<file path="config.mk">
export PLATFORM = sky130hd
export DESIGN_NAME = serial_operand_feeder
export DESIGN_NICKNAME = d
export VERILOG_FILES = /design/src/rtl/serial_operand_feeder.sv
export SDC_FILE = /design/constraint.sdc
export NUM_CORES = 1
export LEC_CHECK = 0
export CAP_MARGIN = 0
export CORE_MARGIN = 2
export CORE_UTILIZATION = 52
export CTS_CLUSTER_DIAMETER = 60
export DETAILED_ROUTE_END_ITERATION = 16
export HOLD_SLACK_MARGIN = 0.1
export PLACE_DENSITY = 0.85
export SYNTH_ARGS = -nofsm -noshare
export SYNTH_HDL_FRONTEND = slang
export SYNTH_SLANG_ARGS = --single-unit
</file>
<file path="constraint.sdc">
create_clock -name clk -period 2.3 [get_ports clk]
set_input_delay 0.46 -clock clk [delete_from_list [all_inputs] [get_ports clk]]
set_output_delay 0.46 -clock clk [all_outputs]
set_load 0.01 [all_outputs]
</file>
<file path="src/rtl/serial_operand_feeder.sv">
// Feeds an operand pair MSB-first, one bit per cycle, into a downstream serial comparator.
// A one-deep pending buffer lets the next pair be accepted while the current one is shifting.
module serial_operand_feeder #(
  parameter int unsigned WIDTH = 8
) (
  input  logic             clk,
  input  logic             rst,
  input  logic             load,
  input  logic [WIDTH-1:0] a_in,
  input  logic [WIDTH-1:0] b_in,
  output logic             ready,
  output logic             a_bit,
  output logic             b_bit,
  output logic             bit_valid,
  output logic             cmp_clr,
  output logic             last_bit,
  output logic             done,
  output logic             busy
);

  localparam int unsigned    CW       = $clog2(WIDTH + 1);
  localparam logic [CW-1:0]  CNT_LAST = CW'(WIDTH - 1);

  typedef enum logic [1:0] {IDLE, CLEAR, SHIFT, DONE} state_t;

  state_t           state, state_nxt;
  logic [WIDTH-1:0] sa, sb, pa, pb;
  logic [WIDTH-1:0] sa_nxt, sb_nxt, pa_nxt, pb_nxt;
  logic [CW-1:0]    cnt, cnt_nxt;
  logic             pend_valid, pend_nxt;
  logic             transfer;
  logic             live;

  assign ready    = !pend_valid && !rst;
  assign transfer = load && ready;
  assign live     = !rst;

  always_comb begin
    state_nxt = state;
    sa_nxt    = sa;
    sb_nxt    = sb;
    pa_nxt    = pa;
    pb_nxt    = pb;
    cnt_nxt   = cnt;
    pend_nxt  = pend_valid;
    case (state)
      IDLE: begin
        // A pair left pending by a transfer during DONE starts from here.
        if (pend_valid) begin
          sa_nxt    = pa;
          sb_nxt    = pb;
          pend_nxt  = 1'b0;
          cnt_nxt   = '0;
          state_nxt = CLEAR;
        end else if (transfer) begin
          sa_nxt    = a_in;
          sb_nxt    = b_in;
          cnt_nxt   = '0;
          state_nxt = CLEAR;
        end
      end
      CLEAR: state_nxt = SHIFT;
      SHIFT: begin
        sa_nxt  = sa << 1;
        sb_nxt  = sb << 1;
        cnt_nxt = cnt + CW'(1);
        if (cnt == CNT_LAST) state_nxt = DONE;
      end
      DONE: begin
        if (pend_valid) begin
          sa_nxt    = pa;
          sb_nxt    = pb;
          pend_nxt  = 1'b0;
          cnt_nxt   = '0;
          state_nxt = CLEAR;
        end else begin
          state_nxt = IDLE;
        end
      end
      default: state_nxt = IDLE;
    endcase
    // Outside IDLE a transfer always lands in the pending buffer; ready keeps it
    // from colliding with the DONE-state drain of that buffer.
    if (transfer && state != IDLE) begin
      pa_nxt   = a_in;
      pb_nxt   = b_in;
      pend_nxt = 1'b1;
    end
  end

  always_ff @(posedge clk) begin
    if (rst) begin
      state      <= IDLE;
      sa         <= '0;
      sb         <= '0;
      pa         <= '0;
      pb         <= '0;
      cnt        <= '0;
      pend_valid <= 1'b0;
    end else begin
      state      <= state_nxt;
      sa         <= sa_nxt;
      sb         <= sb_nxt;
      pa         <= pa_nxt;
      pb         <= pb_nxt;
      cnt        <= cnt_nxt;
      pend_valid <= pend_nxt;
    end
  end

  // Outputs are forced low while rst is held so an aborted operation emits nothing.
  assign cmp_clr   = live && (state == CLEAR);
  assign bit_valid = live && (state == SHIFT);
  assign a_bit     = bit_valid && sa[WIDTH-1];
  assign b_bit     = bit_valid && sb[WIDTH-1];
  assign last_bit  = bit_valid && (cnt == CNT_LAST);
  assign done      = live && (state == DONE);
  assign busy      = live && (state != IDLE);

endmodule

</file>
==> metrics <==
clk_lat worst skew=0.35 ns; Final min period=2.24 ns; reg2reg setup slack=0.30 ns; io pins=27; crit path from=rst; worst endpoint required time=1.84 ns; outcome=finished clean; GRT Util Overall=22.7%; crit end category=primary output; clk_skew=0.00201 ns; IO buf count=26; PD cells=1140 nW/µm²; syn avg cell area=8.57 µm²; first-pass GRT wire length=6380 µm; GPL Wtd Cong=0.848; vias in the first global route=1435; core area=3100 µm²; clk buf depth=2; Max-Cap Viols=0; hold crit path type=flop to flop; Post-Route Setup TNS=0 ns; die area=3810 µm²; Die Ht=61.7 µm; DR WL/cell=14.0 µm; most common cell after layout, fill and taps aside=dfxtp_1; Fill cells=266; layout net count=258; via count=1610; critical path startpoint category=input pin; Finished Core Util=68.9%; Max stage delay on crit path=0.54 ns; Critical Path AT=1.78 ns; total gr overflow=0; count of final setup violators=0; origin of the worst min-delay path=pa[2]; n_diodes=0; Max H-tree Level=2; kind of critical path=input pin to primary output; Slew HR=77.6%; most used cell, CP=clkdlybuf4s50_1; Final HPWL DP=2600 µm; final worst-path cycle share=97.3%; Worst Tran Pin Value=0.336 ns; Root Driver=clkbuf_4; Slew Viols, Final=0; Reg-to-Reg Start=state[0]; clock slew at reported path FFs=0.11 ns; register area share after synthesis=45.1%; flops & latches, synth=39; Pleak=0.000810 µW; Synth Warn #=0; Critical Path Fanout Max=6; unrepaired setup endpoints after global routing=false; Pre-antenna DRT Iters=4; # clock sinks=39; CTS buffer count=5; slowest stage cell, crit path=clkdlybuf4s50_1; proportion of layout cells with a drive suffix above 1=11.5%; Synth Instances=202; Post-DRT Antenna Nets=0; Mapped Nets=227; Initial DRC Count=186; fmax=447 MHz; largest net degree at the start of global routing=27; CTS tree=done; hold buffers post-CTS=0; worst-path cell chain=clkdlybuf4s50_1, buf_4, nor2_1, clkdlybuf4s50_1; Area growth, synth to finish=23.5%; Post-Route WL=3900 µm; synthesized area=1730 µm²; initial core utilization=55.8%; Fin. Hold Viols=0; routed vias/inst=5.79; initial antenna violation count=0; Distinct cells, synth=29; Die W=61.7 µm; # Post-CTS Setup Buffers=0; standard-cell rows=20; maximum vdd drop=0.610 mV; DRC Markers=0; most frequent cells in the layout=dfxtp_1, nand2_1, a21oi_1, clkdlybuf4s50_1, nor2_1
## synthesized netlist by cell type (all sizes together)
master | n | area, µm²
o21ai | 2 | 10.0
a221oi | 3 | 32.5
nor2b | 3 | 18.8
and2 | 3 | 18.8
nor3 | 5 | 30.0
nor2 | 22 | 82.6
a21o | 1 | 7.51
a22oi | 1 | 7.51
or3 | 2 | 12.5
a222oi | 14 | 140
clkbuf | 11 | 41.3
dfxtp | 39 | 781
or4 | 1 | 7.51
nand2 | 35 | 131
mux2i | 1 | 10.0
ha | 6 | 75.1
a221o | 1 | 10.0
nand3b | 1 | 7.51
nand2b | 1 | 13.8
a311oi | 1 | 8.76
nand4b | 1 | 8.76
a21oi | 22 | 110
nand3 | 3 | 15.0
inv | 4 | 15.0
a211oi | 14 | 105
buf | 5 | 31.3
## metal layers
layer	vias up	wire length, µm	GRT usage [%]	part of all wire (%)
met5	-	0	0	0
met4	0	55	8.21	1.4
met3	6	215	6.42	5.5
met2	47	1880	36.8	48
met1	761	1740	28.9	45
li1	796	-	-	-
## layout make-up
class / count / area [µm²] / share of cell area, %
sequential: 39 / 786 / 36.7
clock inverter: 1 / 5.00 / 0.234
inverter: 4 / 15.0 / 0.702
tap: 44 / 55.1 / 2.57
timing repair buffer: 40 / 364 / 17.0
multi-input combinational: 143 / 868 / 40.6
clock buffer: 7 / 45.0 / 2.11
## what timing repair did
item                       CTS  global route
resized for setup            5             4
gates cloned                 0             0
setup endpoints to repair    5             3
## cell families (layout without fill, tap and decap cells)
| logic type | count (synthesis) | after routing | share of synthesized area [%] |
|---|---|---|---|
| compound gates | 59 | 59 | 24.9 |
| simple gates | 77 | 77 | 20.0 |
| mux | 1 | 1 | 0.578 |
| flops | 39 | 39 | 45.1 |
| buf+inv | 20 | 52 | 5.06 |
| fa+ha+maj | 6 | 6 | 4.34 |
## worst max-delay path: cells and delay by family
family	cells	cell delay, ns
buf+inv	3	1.23
simple gates	1	0.09
## path summary, 6_finish.rpt
path	cells after the start	to
min	2	pa[2]
max reg2reg	7	cnt[0]
max	4	busy
min reg2reg	2	pa[2]
## power by group
part | switching, µW | total [µW] | leakage, µW | internal [µW]
sequential | 122 | 999 | 0.000320 | 877
clock | 223 | 342 | 0.0000293 | 119
combinational | 633 | 1110 | 0.000461 | 472
## flip-flops by register name, summed over array words and instances, names as in the netlist
name,cells
pb,8
cnt,4
pend_valid,1
state,2
pa,8
sa,8
sb,8
## stage by stage
stage               total power (µW)  hold WS (ns)  setup slack [ns]  instances  instance area (µm²)
finish                          2450         0.463            0.0619        278                 2140
global route                    2630         0.486           0.00300        278                 2140
CTS                             2450         0.465            0.0200        278                 2130
detailed placement              2100         0.448            0.0276        270                 2080
global placement                2070         0.444            0.0672        270                 2080
floorplan                       1750         0.436             0.383        202                 1730
(Power assumes the default switching activity.)
